File: src/rtl/pipe_pkg.sv
// Shared pipeline definitions: hazard FSM encoding, field widths and the
// bundle of hazard controls presented to the pipeline.
package pipe_pkg;

    localparam int unsigned REG_W = 5;
    localparam int unsigned WB_W  = 2;
    localparam int unsigned EX_W  = 4;
    localparam int unsigned MEM_W = 2;
    localparam int unsigned BUB_W = 3;

    typedef enum logic [1:0] {
        RUN      = 2'd0,
        BUBBLE   = 2'd1,
        MEM_WAIT = 2'd2
    } hz_state_e;

    typedef struct packed {
        logic pc_write;
        logic ifid_write;
        logic ifid_flush;
        logic ctrl_keep;
        logic pipe_en;
    } hz_ctrl_t;

    localparam hz_ctrl_t CTL_RUN    = '{pc_write: 1'b1, ifid_write: 1'b1, ifid_flush: 1'b0,
                                        ctrl_keep: 1'b1, pipe_en: 1'b1};
    localparam hz_ctrl_t CTL_BUBBLE = '{pc_write: 1'b0, ifid_write: 1'b0, ifid_flush: 1'b0,
                                        ctrl_keep: 1'b0, pipe_en: 1'b1};
    localparam hz_ctrl_t CTL_FREEZE = '{pc_write: 1'b0, ifid_write: 1'b0, ifid_flush: 1'b0,
                                        ctrl_keep: 1'b1, pipe_en: 1'b0};
    localparam hz_ctrl_t CTL_FLUSH  = '{pc_write: 1'b1, ifid_write: 1'b1, ifid_flush: 1'b1,
                                        ctrl_keep: 1'b1, pipe_en: 1'b1};
    localparam hz_ctrl_t CTL_RST    = '{pc_write: 1'b0, ifid_write: 1'b0, ifid_flush: 1'b0,
                                        ctrl_keep: 1'b0, pipe_en: 1'b1};

    // Load in EX writes a register the instruction in ID reads ($zero never counts).
    function automatic logic load_use_f(
        input logic             memread,
        input logic [REG_W-1:0] idex_rt,
        input logic [REG_W-1:0] ifid_rs,
        input logic [REG_W-1:0] ifid_rt
    );
        return memread && (idex_rt != '0) && ((idex_rt == ifid_rs) || (idex_rt == ifid_rt));
    endfunction

endpackage

File: src/rtl/sat_counter.sv
// Saturating up-counter with enable; sticks at all-ones instead of wrapping.
module sat_counter #(
    parameter int unsigned W = 16
) (
    input  logic         clk_i,
    input  logic         rst_i,
    input  logic         en_i,
    output logic [W-1:0] cnt_o
);

    always_ff @(posedge clk_i or negedge rst_i) begin
        if (!rst_i) begin
            cnt_o <= '0;
        end else if (en_i && (cnt_o != {W{1'b1}})) begin
            cnt_o <= cnt_o + W'(1);
        end
    end

endmodule

File: src/rtl/hazard_ctrl.sv
// Pipeline hazard controller: load-use bubbles, taken-branch flush and
// data-memory freeze, plus a saturating count of PC-stall cycles.
module hazard_ctrl
    import pipe_pkg::*;
#(
    parameter int unsigned LOAD_BUBBLES = 1,
    parameter int unsigned CNT_W        = 16
) (
    input  logic             clk_i,
    input  logic             rst_i,
    input  logic             idex_memread_i,
    input  logic [REG_W-1:0] idex_rt_i,
    input  logic [REG_W-1:0] ifid_rs_i,
    input  logic [REG_W-1:0] ifid_rt_i,
    input  logic             branch_taken_i,
    input  logic             mem_req_i,
    input  logic             mem_ready_i,
    output logic             pc_write_o,
    output logic             ifid_write_o,
    output logic             ifid_flush_o,
    output logic             ctrl_keep_o,
    output logic             pipe_en_o,
    output logic [CNT_W-1:0] stall_cnt_o
);

    hz_state_e        state_q, state_d;
    logic [BUB_W-1:0] bub_q, bub_d;
    logic             resume_q, resume_d;
    hz_ctrl_t         ctl;
    logic             load_use;
    logic             mem_stall;

    assign load_use  = load_use_f(idex_memread_i, idex_rt_i, ifid_rs_i, ifid_rt_i);
    assign mem_stall = mem_req_i && !mem_ready_i;

    always_ff @(posedge clk_i or negedge rst_i) begin
        if (!rst_i) begin
            state_q  <= RUN;
            bub_q    <= '0;
            resume_q <= 1'b0;
        end else begin
            state_q  <= state_d;
            bub_q    <= bub_d;
            resume_q <= resume_d;
        end
    end

    // Next state and controls; memory freeze outranks bubbles, bubbles outrank flush.
    always_comb begin
        ctl      = CTL_RUN;
        state_d  = state_q;
        bub_d    = bub_q;
        resume_d = resume_q;
        unique case (state_q)
            RUN: begin
                if (mem_stall) begin
                    ctl      = CTL_FREEZE;
                    state_d  = MEM_WAIT;
                    resume_d = 1'b0;
                end else if (load_use) begin
                    ctl = CTL_BUBBLE;
                    if (LOAD_BUBBLES > 1) begin
                        state_d = BUBBLE;
                        bub_d   = BUB_W'(LOAD_BUBBLES - 1);
                    end
                end else if (branch_taken_i) begin
                    ctl = CTL_FLUSH;
                end
            end
            BUBBLE: begin
                if (mem_stall) begin
                    ctl      = CTL_FREEZE;
                    state_d  = MEM_WAIT;
                    resume_d = 1'b1;
                end else begin
                    ctl   = CTL_BUBBLE;
                    bub_d = bub_q - BUB_W'(1);
                    if (bub_q <= BUB_W'(1)) begin
                        state_d = RUN;
                        bub_d   = '0;
                    end
                end
            end
            MEM_WAIT: begin
                ctl = CTL_FREEZE;
                if (!mem_stall) begin
                    ctl.pipe_en = 1'b1;
                    state_d     = resume_q ? BUBBLE : RUN;
                    resume_d    = 1'b0;
                end
            end
            default: begin
                state_d  = RUN;
                bub_d    = '0;
                resume_d = 1'b0;
            end
        endcase
        if (!rst_i) begin
            ctl = CTL_RST;
        end
    end

    assign pc_write_o   = ctl.pc_write;
    assign ifid_write_o = ctl.ifid_write;
    assign ifid_flush_o = ctl.ifid_flush;
    assign ctrl_keep_o  = ctl.ctrl_keep;
    assign pipe_en_o    = ctl.pipe_en;

    sat_counter #(
        .W(CNT_W)
    ) u_stall_cnt (
        .clk_i (clk_i),
        .rst_i (rst_i),
        .en_i  (!ctl.pc_write),
        .cnt_o (stall_cnt_o)
    );

endmodule

File: config.mk
export PLATFORM = sky130hd
export DESIGN_NAME = hazard_ctrl
export DESIGN_NICKNAME = d
export VERILOG_FILES = /design/src/rtl/pipe_pkg.sv /design/src/rtl/sat_counter.sv /design/src/rtl/hazard_ctrl.sv
export SDC_FILE = /design/constraint.sdc
export NUM_CORES = 1
export LEC_CHECK = 0
export BUFFER_PORTS_ARGS = -buffer_cell sky130_fd_sc_hd__buf_4
export CAP_MARGIN = 25
export CORE_MARGIN = 2
export CORE_UTILIZATION = 55
export CTS_BUF_LIST = sky130_fd_sc_hd__clkbuf_16
export DETAILED_ROUTE_END_ITERATION = 7
export PLACE_DENSITY = 0.95
export SKIP_CTS_REPAIR_TIMING = 1
export SLEW_MARGIN = 20
export SYNTH_ARGS = -nofsm -noshare
export SYNTH_HDL_FRONTEND = slang
export SYNTH_SLANG_ARGS = --single-unit
File: constraint.sdc
create_clock -name clk_i -period 4.96 [get_ports clk_i]
set_input_delay 0.496 -clock clk_i [delete_from_list [all_inputs] [get_ports clk_i]]
set_output_delay 0.496 -clock clk_i [all_outputs]
set_load 0.01 [all_outputs]
# Yosys cells after proc, flatten, opt, wreduce, memory -nomap -nowiden
# Index checks and enable logic that the tools add are counted.
dict set report word_totals {
  out_inout_bits 21
  inputBits 21
  reg_bits 22
  elab_cells 51
}
dict set report op_classes {
  reduce_logical 13
  eq_ne 10
  n_addsub 2
  n_bitwise 1
  order_cmp 1
  mux 20
}
# op count
set op_table {}
lappend op_table {{adder 16 x 1 -> 16 bit, second input constant} 1}
lappend op_table {{!= test 16 bit, second input constant} 1}
lappend op_table {{two-way mux 5 bit} 3}
lappend op_table {{case mux 5 bit (3 select lines)} 1}
lappend op_table {{equality test 5 bit} 2}
lappend op_table {{two-way mux 2 bit} 5}
lappend op_table {{two-way mux 3 bit} 3}
lappend op_table {{!= test 2 bit, second input constant} 4}
lappend op_table {{case mux 2 bit (3 select lines)} 1}
lappend op_table {{case mux 3 bit (2 select lines)} 1}
lappend op_table {{AND reduction 3 bit} 2}
lappend op_table {{two-way mux 1 bit} 5}
lappend op_table {{nonzero test 5 bit} 1}
lappend op_table {{logical AND 1 bit} 4}
lappend op_table {{<= comparator 3 x 1 -> 1 bit, second input constant} 1}
lappend op_table {{!= test 3 bit, second input constant} 1}
lappend op_table {{case mux 1 bit (3 select lines)} 1}
lappend op_table {{subtractor 3 x 1 -> 3 bit, second input constant} 1}
lappend op_table {{equality test 2 x 1 -> 1 bit, second input constant} 1}
lappend op_table {{equality test 2 bit, second input constant} 1}
lappend op_table {{zero test 1 bit} 2}
lappend op_table {{zero test 2 bit} 1}
lappend op_table {{AND reduction 2 bit} 1}
lappend op_table {{OR reduction 2 bit} 1}
lappend op_table {{other kinds (2)} 2}

# Logic depth before layout (Yosys ltp)
# Gate-level depths: netlist of the first run.
dict set report logic_depth {
  ltp_word 9
  ltp_mapped 8
  depth_no_buf 7
}

# Modules after synthesis
# From an unflattened synthesis of the first run, not the netlist that was laid out.
dict set report hier_totals {
  cells_unflattened 142
  area_unflattened_um2 1488.9
}
# mod seq_area_each_um2 instances area_per_inst_um2 cells_each
set modules_own_cells {}
lappend modules_own_cells {sat_counter 400.4 1 859.6 72}
lappend modules_own_cells {hazard_ctrl 150.1 1 629.4 70}

# Least setup slack after synthesis of the first run
# No wires, ideal clock.
dict set report synth_path {
  path_kind {input to output}
  from {input port idex_rt_i[1]}
  to {output port pc_write_o}
  path_stages 5
  arrival_ps 1808
  required_time_ps 4464
  path_buffers 1
  path_slack_ps 2656
  path_cell_list {or4_4 > o21ai_2 > and2b_1 > a21oi_1 > buf_4}
}
dict set report synth_via {
  elab_chain_cells 7
  elab_cells_between_ends 10
}
# item line_no
set synth_rtl {}
lappend synth_rtl {{from (decl)} hazard_ctrl.sv:12} ;# input logic [REG_W-1:0] idex_rt_i,
lappend synth_rtl {{equality test 5 bit or nonzero test 5 bit (tied branches)} pipe_pkg.sv:43} ;# return memread && (idex_rt != '0) && ((idex_rt == ifid_rs) || (idex_rt == ifid_rt));
lappend synth_rtl {{logical OR 1 bit or logical AND 1 bit (tied branches)} pipe_pkg.sv:43}
lappend synth_rtl {{logical AND 1 bit (*)} pipe_pkg.sv:43}
lappend synth_rtl {{two-way mux 5 bit (*)} hazard_ctrl.sv:60} ;# end else if (load_use) begin
lappend synth_rtl {{two-way mux 5 bit (*)} hazard_ctrl.sv:56} ;# if (mem_stall) begin
lappend synth_rtl {{case mux 5 bit (3 select lines) (*)} hazard_ctrl.sv:54} ;# unique case (state_q)
lappend synth_rtl {{two-way mux 5 bit (*)} hazard_ctrl.sv:98} ;# if (!rst_i) begin
lappend synth_rtl {{to (decl)} hazard_ctrl.sv:18} ;# output logic pc_write_o,
# Mark *: on every way between the ends. The rest lies on a longest branch, timed or not.

# Worst setup path in the final report of the first run
dict set report layout_path {
  from {input port idex_rt_i[3]}
  to {output port ctrl_keep_o}
}
dict set report layout_via {
  elab_chain_cells 7
  elab_cells_between_ends 10
}
# item line_no
set layout_rtl {}
lappend layout_rtl {{equality test 5 bit or nonzero test 5 bit (tied branches)} pipe_pkg.sv:43}
lappend layout_rtl {{logical OR 1 bit or logical AND 1 bit (tied branches)} pipe_pkg.sv:43}
lappend layout_rtl {{logical AND 1 bit (*)} pipe_pkg.sv:43}
lappend layout_rtl {{two-way mux 5 bit (*)} hazard_ctrl.sv:60}
lappend layout_rtl {{two-way mux 5 bit (*)} hazard_ctrl.sv:56}
lappend layout_rtl {{case mux 5 bit (3 select lines) (*)} hazard_ctrl.sv:54}
lappend layout_rtl {{two-way mux 5 bit (*)} hazard_ctrl.sv:98}
lappend layout_rtl {{to (decl)} hazard_ctrl.sv:21} ;# output logic ctrl_keep_o,
# Marked as above.

==> flow_summary.json, run 1 <==
{
  "post-route-worst-setup-slack_ns": 2.37,
  "post-route-drc-count": 0,
  "post_synth_xor_xnor_area_pct": 14.7,
  "worst_path_slowest_cell": "sky130_fd_sc_hd__o22ai_2",
  "worstSetupPathDepth": 8,
  "cp_num_buf_inv": 2,
  "num-nets-final": 221,
  "crit_top_cell": "sky130_fd_sc_hd__buf_4",
  "min_path_type": "in -> async",
  "timing.setup.tns_ns": 0,
  "seq_area_frac_synth_pct": 38.5,
  "post_layout_minimum_cycle_time_ns": 2.59,
  "synth_adder_area_share_pct": 6.12,
  "die_width_um": 55.0,
  "route.vias.total": 1282,
  "gr_overflow_total": 0,
  "rr_worst_depth": 7,
  "synth.ff_latch_count": 22,
  "root_buffer": "sky130_fd_sc_hd__clkbuf_16",
  "synthCells": 149,
  "crit_path_max_incr_delay_ns": 0.40,
  "number_of_endpoints_failing_setup_at_the_final_stage": 0,
  "cts_buffers": 3,
  "largest_family_of_logic_cells_by_synthesized_area": "simple AND/OR/NAND/NOR gates",
  "finalHoldViolations": 0,
  "final_max_slew_violation_count": 0,
  "timing.critical_path.required_ns": 4.46,
  "critPathArrivalTime_ns": 2.09,
  "n_antenna_cell": 0,
  "synth_mux_area_share_pct": 1.75,
  "vias_per_cell": 5.77,
  "antenna_found_initial": 0,
  "slew_headroom_pct": 73.0,
  "power_per_cell_area_nw_per_um2": 458,
  "cts_tree": "yes",
  "critPathTopFamily": "compound AO/OA/AOI/OAI gates",
  "gp_routability_congestion": 0.828,
  "io_pins": 42,
  "timing_worst_slew_pin_value_ns": 0.405,
  "timing.critical_path.fanout_max": 4,
  "fp-row-count": 18,
  "insertion_delay_ns": 0.26,
  "leakagePower_nw": 0.921,
  "firstDrtPassIters": 4,
  "worstPathCellList": "buf_4 > xnor2_1 > nand3_1 > o22ai_2 > and2b_1 > a21oi_1 > o31a_1 > buf_4",
  "ys.warnings.count": 0,
  "initial_standard_cell_utilization_of_the_core_pct": 57.7,
  "drive_above_1_share_pct": 29.7,
  "port-buffer-count": 41,
  "detail_route.wirelength_um": 3650,
  "design.die.area_um2": 3020,
  "synth_compound_gate_area_share_pct": 13.6,
  "max_clock_freq_mhz": 386,
  "synth_fp_nets": 177,
  "clock_tree.buffer_depth": 2,
  "clock_tree.htree_level_count": 1,
  "grt_start_max_net_pins": 26,
  "placeableCoreArea_um2": 2480,
  "timing.setup.critical_path_class": "in -> out",
  "grt_util_all_layers_pct": 26.8,
  "dp_slack_ns": 2.51,
  "die_extent_in_y_um": 55.0,
  "detail-route-antenna-nets": 0,
  "postSynthAreaPerCell_um2": 9.60,
  "power.ir.vdd_worst_uv": 450,
  "cap_viol_max_count": 0,
  "drt_iter0_drc": 39,
  "first_global_vias": 1196,
  "first_pass_grt_wire_length_um": 5650,
  "setup.worst_path.end_class": "output port",
  "yosysUniqueCellTypes": 37,
  "clock-sinks": 22,
  "clkSlewWorstSetupHoldPaths_ns": 0.06,
  "skew_ns": 0.00510,
  "grt_setup_unrepaired": "no",
  "dp_hpwl_um": 2580,
  "routedWlPerCell_um": 16.4,
  "min_period_over_period_pct": 52.2,
  "outcome": "completed",
  "synth_simple_gate_area_share_pct": 21.8,
  "syn2layout_area_growth_pct": 30.0,
  "synthesis.area_um2": 1430,
  "cp-start-kind": "input port"
}
## power breakdown
part           internal (W)  total (W)  leakage, nW  switching (W)
Combinational      0.000167   0.000354        0.578       0.000188
Clock              0.000160   0.000225       0.0511      0.0000646
Sequential         0.000219   0.000273        0.292      0.0000541
Total              0.000546   0.000852        0.921       0.000307
## worst paths after layout
| path | start | endpoint | slack, ns |
|---|---|---|---|
| min in group clk_i | bub_q[1]$_DFFE_PN0P_ | bub_q[1]$_DFFE_PN0P_ | 0.48 |
| worst min-delay path | rst_i | state_q[1]$_DFFE_PN0P_ | 0.13 |
| max in group asynchronous | rst_i | u_stall_cnt.cnt_o[9]$_DFFE_PN0P_ | 4.59 |
| worst max register to register | state_q[1]$_DFFE_PN0P_ | u_stall_cnt.cnt_o[10]$_DFFE_PN0P_ | 2.79 |
| worst max-delay path | idex_rt_i[3] | ctrl_keep_o | 2.37 |
| worst min register to register | bub_q[1]$_DFFE_PN0P_ | bub_q[1]$_DFFE_PN0P_ | 0.48 |
## cells by family after synthesis
family | Yosys count
mux | 2
buf+inv | 10
compound gates | 25
xor+xnor | 24
flops | 22
fa+ha+maj | 7
simple gates | 59
## cell usage after synthesis
library cell               count  area [um2]
sky130_fd_sc_hd__clkbuf_8      1        13.8
sky130_fd_sc_hd__mux2_4        1        15.0
sky130_fd_sc_hd__o22ai_2       1        12.5
sky130_fd_sc_hd__nor2b_1       2        12.5
sky130_fd_sc_hd__xor2_1        9        78.8
sky130_fd_sc_hd__nor3_1        9        45.0
sky130_fd_sc_hd__or3b_2        1        8.76
sky130_fd_sc_hd__nand3_1       9        45.0
sky130_fd_sc_hd__a22oi_4       1        21.3
sky130_fd_sc_hd__o31ai_1       2        15.0
sky130_fd_sc_hd__nor3_4        1        16.3
sky130_fd_sc_hd__a22oi_2       1        12.5
sky130_fd_sc_hd__dfrtp_1      22         551
sky130_fd_sc_hd__and2b_1       2        15.0
sky130_fd_sc_hd__nor4_1        2        12.5
sky130_fd_sc_hd__nand4b_1      1        8.76
sky130_fd_sc_hd__a21oi_2       1        8.76
sky130_fd_sc_hd__o211ai_2      1        12.5
sky130_fd_sc_hd__nand2b_1      1        6.26
sky130_fd_sc_hd__xnor2_1      15         131
sky130_fd_sc_hd__buf_4         1        7.51
sky130_fd_sc_hd__nand2_1      15        56.3
sky130_fd_sc_hd__o22a_1        1        8.76
sky130_fd_sc_hd__nor2_1       11        41.3
sky130_fd_sc_hd__o31a_1        1        8.76
sky130_fd_sc_hd__a32o_2        1        11.3
sky130_fd_sc_hd__or4_4         1        11.3
sky130_fd_sc_hd__inv_1         8        30.0
sky130_fd_sc_hd__a21oi_1       7        35.0
sky130_fd_sc_hd__o21ai_2       1        8.76
sky130_fd_sc_hd__or4_1         1        7.51
sky130_fd_sc_hd__mux2i_1       1        10.0
sky130_fd_sc_hd__nand4_2       1        12.5
sky130_fd_sc_hd__a211o_1       1        8.76
sky130_fd_sc_hd__o21ai_0       6        30.0
sky130_fd_sc_hd__ha_1          7        87.6
sky130_fd_sc_hd__nand4_1       2        12.5
## flip-flops by register name (all words and copies together), names as in the netlist
| name | count |
|---|---|
| bub_q | 3 |
| resume_q | 1 |
| state_q | 2 |
| u_stall_cnt.cnt_o | 16 |
## stage by stage
step	utilization, %	cell area (um2)	power (W)	hold slack, ns	std cells
floorplan	-	1430	0.000504	0.200	149
global placement	70.8	1750	0.000599	0.403	218
detailed placement	70.8	1750	0.000623	0.411	218
CTS	75.1	1860	0.000855	0.140	222
global route	75.1	1860	0.000909	0.145	222
finish	75.1	1860	0.000852	0.128	222
## placed cells by master, fill, tap and decap left out, types with 3 or more instances in the layout
cell type and count:
sky130_fd_sc_hd__dfrtp_1 22, sky130_fd_sc_hd__nand2_1 15, sky130_fd_sc_hd__xnor2_1 15, sky130_fd_sc_hd__nor2_1 11, sky130_fd_sc_hd__a21oi_1 7, sky130_fd_sc_hd__o21ai_0 6
sky130_fd_sc_hd__inv_1 8, sky130_fd_sc_hd__clkbuf_16 3, sky130_fd_sc_hd__xor2_1 9, sky130_fd_sc_hd__ha_1 7, sky130_fd_sc_hd__nand3_1 9, sky130_fd_sc_hd__buf_4 41
sky130_fd_sc_hd__nor3_1 9
## layer usage
layer / GRT usage [%] / vias to the layer above / routed length, um
met3: 3.76 / 7 / 179
li1: - / 609 / -
met2: 49.8 / 53 / 2010
met1: 30.4 / 613 / 1390
met4: 11.4 / 0 / 72
met5: 0 / - / 0
## final cells by class
cell class                 instances  area [um2]
timing repair buffer              41         308
clock inverter                     1        30.0
sequential                        22         551
multi-input combinational        117         828
tap                               30        37.5
fill                             173         618
inverter                           8        30.0
clock buffer                       3        75.1
Note: power is estimated with default switching activity, not from simulation.
==> run 2, diff against run 1 <==
- CORE_UTILIZATION: 55 -> 51
- PLACE_DENSITY: 0.95 -> 0.9
- clock period: 4.96 -> 2.6 ns (I/O delays scaled with it)
==> run 2 against run 1 <==
Combinational power is 87% higher; power is 90% higher; non-clock buffer count is 1 higher; sequential power is 90% higher; die area is 7.3% higher; clock power is 94% higher; critical path type is now reg -> out; highest routed layer unchanged.
==> flow_summary.json, run 2 (same netlist as run 1, synthesis figures left out) <==
{
  "final_max_slew_violation_count": 0,
  "placeableCoreArea_um2": 2710,
  "finalHoldViolations": 0,
  "setup.worst_path.end_class": "output port",
  "timing.critical_path.fanout_max": 10,
  "num-nets-final": 222,
  "timing.critical_path.required_ns": 2.34,
  "first_pass_grt_wire_length_um": 5640,
  "power.ir.vdd_worst_uv": 789,
  "die_width_um": 57.0,
  "flip_flop_count_of_the_largest_register_after_layout": 16,
  "insertion_delay_ns": 0.26,
  "number_of_endpoints_failing_setup_at_the_final_stage": 0,
  "post-route-drc-count": 0,
  "syn2layout_area_growth_pct": 30.8,
  "post_layout_minimum_cycle_time_ns": 2.25,
  "grt_util_all_layers_pct": 22.3,
  "design_power_total_w": 0.00162,
  "fillerInstances": 208,
  "max_clock_freq_mhz": 444,
  "timing.setup.critical_path_class": "reg -> out",
  "mostFrequentLayoutCell": "sky130_fd_sc_hd__buf_4",
  "port-buffer-count": 41,
  "drive_above_1_share_pct": 29.5,
  "gr_overflow_total": 0,
  "detail-route-antenna-nets": 0,
  "design.die.area_um2": 3240,
  "antenna_found_initial": 0,
  "commonest_cells_after_routing_fill_and_taps_aside": "41 x sky130_fd_sc_hd__buf_4, 22 x sky130_fd_sc_hd__dfrtp_1, 15 x sky130_fd_sc_hd__xnor2_1, 15 x sky130_fd_sc_hd__nand2_1, 11 x sky130_fd_sc_hd__nor2_1",
  "timing_worst_slew_pin_value_ns": 0.393,
  "gp_routability_congestion": 0.860,
  "die_extent_in_y_um": 57.0,
  "io_pins": 42,
  "drt_iter0_drc": 32,
  "grt_start_max_net_pins": 26,
  "clock_tree.buffer_depth": 2,
  "clkSlewWorstSetupHoldPaths_ns": 0.06,
  "outcome": "completed",
  "routedWlPerCell_um": 14.7,
  "power_per_cell_area_nw_per_um2": 865,
  "cap_viol_max_count": 0,
  "grt_setup_unrepaired": "no",
  "route.vias.total": 1256,
  "first_global_vias": 1238,
  "cts_tree": "yes",
  "regMostFlops": "u_stall_cnt.cnt_o",
  "largest_registers": "u_stall_cnt.cnt_o: 16 flops, bub_q: 3 flops, state_q: 2 flops",
  "vias_per_cell": 5.61,
  "timing.setup.tns_ns": 0,
  "slew_headroom_pct": 73.5,
  "firstDrtPassIters": 4,
  "whs_ns": 0.433,
  "min_path_type": "in -> async",
  "fp-row-count": 19,
  "dp_hpwl_um": 2570,
  "min_period_over_period_pct": 86.6,
  "clock_tree.htree_level_count": 1,
  "placed_area_um2": 1760,
  "sequential_cell_area_um2": 551,
  "skew_ns": 0.00137,
  "detail_route.wirelength_um": 3300,
  "clock-sinks": 22,
  "multi_input_comb_area_um2": 828,
  "cp-start-kind": "register",
  "critPathArrivalTime_ns": 1.99,
  "cts_buffers": 3,
  "leakagePower_nw": 0.925,
  "n_antenna_cell": 0,
  "layout.cell_area.non_filler_um2": 1870,
  "root_buffer": "sky130_fd_sc_hd__clkbuf_16",
  "initial_standard_cell_utilization_of_the_core_pct": 52.8
}
run 2: cell count changes in the layout (fill, tap and decap cells not counted):
cell,change
sky130_fd_sc_hd__dlygate4sd3_1,+1
run 2: worst max-delay path: stages, from the launching register on:
cell	delay [ns]
sky130_fd_sc_hd__dfrtp_1	0.42
sky130_fd_sc_hd__inv_1	0.11
sky130_fd_sc_hd__ha_1	0.37
sky130_fd_sc_hd__mux2i_1	0.24
sky130_fd_sc_hd__nand2_1	0.17
sky130_fd_sc_hd__a21oi_1	0.26
sky130_fd_sc_hd__buf_4	0.17
run 2: layout make-up:
class	instances	area share, %
Sequential cell	22	29.4
Multi-Input combinational cell	117	44.3
Clock inverter	1	1.61
Clock buffer	3	4.01
Timing Repair Buffer	42	17.0
Inverter	8	1.61
Tap cell	31	2.07
run 2: path summary, 6_finish.rpt:
check | startpoint | endpoint | slack, ns | cells after the start
worst max-delay path | state_q[0]$_DFFE_PN0P_ | ifid_write_o | 0.35 | 6
worst min register to register | bub_q[1]$_DFFE_PN0P_ | bub_q[1]$_DFFE_PN0P_ | 0.51 | 2
min in group clk_i | bub_q[1]$_DFFE_PN0P_ | bub_q[1]$_DFFE_PN0P_ | 0.51 | 2
worst min-delay path | rst_i | state_q[0]$_DFFE_PN0P_ | 0.43 | 2
max in group asynchronous | rst_i | u_stall_cnt.cnt_o[0]$_DFFE_PN0P_ | 1.92 | 2
worst max register to register | state_q[0]$_DFFE_PN0P_ | u_stall_cnt.cnt_o[12]$_DFFE_PN0P_ | 0.51 | 7
run 2: metal layers:
metal / global-route usage [%] / vias up / share of wire, %
li1: - / 609 / -
met1: 25.3 / 606 / 40
met2: 42.0 / 36 / 54
met3: 3.63 / 5 / 4.2
met4: 7.97 / 0 / 1.5
met5: 0 / - / 0
run 2: stage by stage:
step	setup WS, ns	utilization (%)	instances
3_5_place_dp	0.521	64.8	219
4_1_cts	0.353	68.7	223
5_1_grt	0.211	69.0	224
6_report	0.348	69.0	224
3_3_place_gp	0.669	64.8	219
2_1_floorplan	0.768	-	149
run 2: power breakdown:
| group | switching [W] | internal (W) | leakage [nW] |
|---|---|---|---|
| clock network | 0.000130 | 0.000306 | 0.0511 |
| logic | 0.000343 | 0.000319 | 0.583 |
| registers | 0.000101 | 0.000418 | 0.292 |
==> run 3, diff against run 2 <==
- REMOVE_ABC_BUFFERS: not set -> 1
==> run 3 against run 2 <==
Sequential share of layout area unchanged; sequential cell count stayed put; clock skew rose by 0.00057 ns; die area is the same; critical path type unchanged; critical endpoint is now pc_write_o; highest routed layer unchanged.
==> flow_summary.json, run 3 (same netlist as run 1, synthesis figures left out) <==
{
  "firstDrtPassIters": 4,
  "fillerInstances": 216,
  "min_path_type": "in -> async",
  "worstPathCellList": "inv_1 > ha_1 > mux2i_1 > nand2_1 > a21oi_1 > buf_4",
  "cts_tree": "yes",
  "detail-route-antenna-nets": 0,
  "cp-start-kind": "register",
  "first_pass_grt_wire_length_um": 5730,
  "worst_path_slowest_cell": "sky130_fd_sc_hd__dfrtp_1",
  "first_global_vias": 1293,
  "timing.setup.critical_path_class": "reg -> out",
  "drt_iter0_drc": 51,
  "gp_routability_congestion": 0.852,
  "r2r_start": "state_q[0]$_DFFE_PN0P_",
  "timing_worst_slew_pin_value_ns": 0.360,
  "multi_input_comb_area_um2": 828,
  "rr_endpoint": "u_stall_cnt.cnt_o[10]$_DFFE_PN0P_",
  "clock_tree.htree_level_count": 1,
  "port-buffer-count": 41,
  "outcome": "completed",
  "grt_util_all_layers_pct": 22.0,
  "commonest_cells_after_routing_fill_and_taps_aside": "41 x sky130_fd_sc_hd__buf_4, 22 x sky130_fd_sc_hd__dfrtp_1, 15 x sky130_fd_sc_hd__xnor2_1, 15 x sky130_fd_sc_hd__nand2_1, 11 x sky130_fd_sc_hd__nor2_1",
  "flip_flop_count_of_the_largest_register_after_layout": 16,
  "place_inst": 219,
  "clock_tree.buffer_depth": 2,
  "largest_registers": "u_stall_cnt.cnt_o: 16 flops, bub_q: 3 flops, state_q: 2 flops",
  "antenna_found_initial": 0,
  "power_per_cell_area_nw_per_um2": 862,
  "setup.worst_path.end_class": "output port",
  "critPathArrivalTime_ns": 1.95,
  "final_max_slew_violation_count": 0,
  "timing.critical_path.required_ns": 2.34,
  "die_width_um": 57.0,
  "cp_num_buf_inv": 2,
  "timing.critical_path.fanout_max": 10,
  "clock-sinks": 22,
  "cap_viol_max_count": 0,
  "io_pins": 42,
  "layout.cell_area.non_filler_um2": 1870,
  "detail_route.wirelength_um": 3300,
  "gr_overflow_total": 0,
  "clkSlewWorstSetupHoldPaths_ns": 0.06,
  "highest-signal-layer": "met4",
  "die_extent_in_y_um": 57.0,
  "routedWlPerCell_um": 14.7,
  "grt_start_max_net_pins": 26,
  "mostFrequentLayoutCell": "sky130_fd_sc_hd__buf_4",
  "finalHoldViolations": 0,
  "skew_ns": 0.00194,
  "post-route-drc-count": 0,
  "leakagePower_nw": 0.925,
  "power.ir.vdd_worst_uv": 745,
  "placeableCoreArea_um2": 2710,
  "drive_above_1_share_pct": 29.5,
  "timing.critical_path.from": "state_q[0]$_DFFE_PN0P_",
  "placed_area_um2": 1760,
  "num-nets-final": 222,
  "met1_routed_wirelength_after_detailed_routing_um": 1440,
  "vias_per_cell": 5.65,
  "met3_layer_wire_length_in_the_routed_design_um": 103,
  "fp-row-count": 19,
  "n_antenna_cell": 0,
  "post-route-worst-setup-slack_ns": 0.385,
  "root_buffer": "sky130_fd_sc_hd__clkbuf_16",
  "cts_buffers": 3,
  "rr_worst_depth": 7,
  "sequential_cell_area_um2": 551,
  "finish.cell_count_without_fillers": 224,
  "design.die.area_um2": 3240,
  "critPathTopFamily": "flip-flops",
  "initial_standard_cell_utilization_of_the_core_pct": 52.8,
  "min_period_over_period_pct": 85.2,
  "post_layout_minimum_cycle_time_ns": 2.21,
  "timing.setup.tns_ns": 0,
  "grt_setup_unrepaired": "no",
  "route.vias.total": 1266,
  "dp_hpwl_um": 2470,
  "syn2layout_area_growth_pct": 30.8,
  "crit_path_max_incr_delay_ns": 0.42,
  "ff2ff_setup_slack_ns": 0.50,
  "met2_length_um": 1720,
  "dp_slack_ns": 0.577,
  "max_clock_freq_mhz": 452,
  "insertion_delay_ns": 0.25,
  "slew_headroom_pct": 76.0,
  "regMostFlops": "u_stall_cnt.cnt_o",
  "number_of_endpoints_failing_setup_at_the_final_stage": 0
}
## run 3: cell counts in the layout (fill, tap and decap cells not counted)
Identical to the previous run, type by type.
## run 3: per-layer routing
metal	vias to the layer above	GRT usage (%)
met4	0	5.32
met3	6	3.40
met1	621	28.1
li1	608	-
met5	-	0
met2	31	39.2
## run 3: worst max path at each step
stage | to | cells after the start
global placement | u_stall_cnt.cnt_o[1]$_DFFE_PN0P_ | 6
CTS | pc_write_o | 6
floorplan | u_stall_cnt.cnt_o[1]$_DFFE_PN0P_ | 6
detailed placement | u_stall_cnt.cnt_o[1]$_DFFE_PN0P_ | 6
global route | ifid_write_o | 6
finish | pc_write_o | 6
## run 3: cell type report
type,count,share of cell area (%)
Multi-Input combinational cell,117,44.3
Sequential cell,22,29.4
Timing Repair Buffer,42,17.0
Clock buffer,3,4.01
Tap cell,31,2.07
Clock inverter,1,1.61
Inverter,8,1.61
## run 3: through the flow
stage / hold slack (ns) / util, % / power (W)
2_1_floorplan: -0.0356 / - / 0.000929
3_3_place_gp: 0.169 / 64.8 / 0.00115
3_5_place_dp: 0.174 / 64.8 / 0.00118
4_1_cts: -0.0928 / 68.7 / 0.00162
5_1_grt: 0.474 / 69.0 / 0.00171
6_report: 0.444 / 69.0 / 0.00161
## run 3: power breakdown
part	leakage, nW	switching (W)	internal [W]	total, W
logic	0.583	0.000348	0.000320	0.000667
registers	0.292	0.0000964	0.000418	0.000515
clock network	0.0511	0.000125	0.000306	0.000431
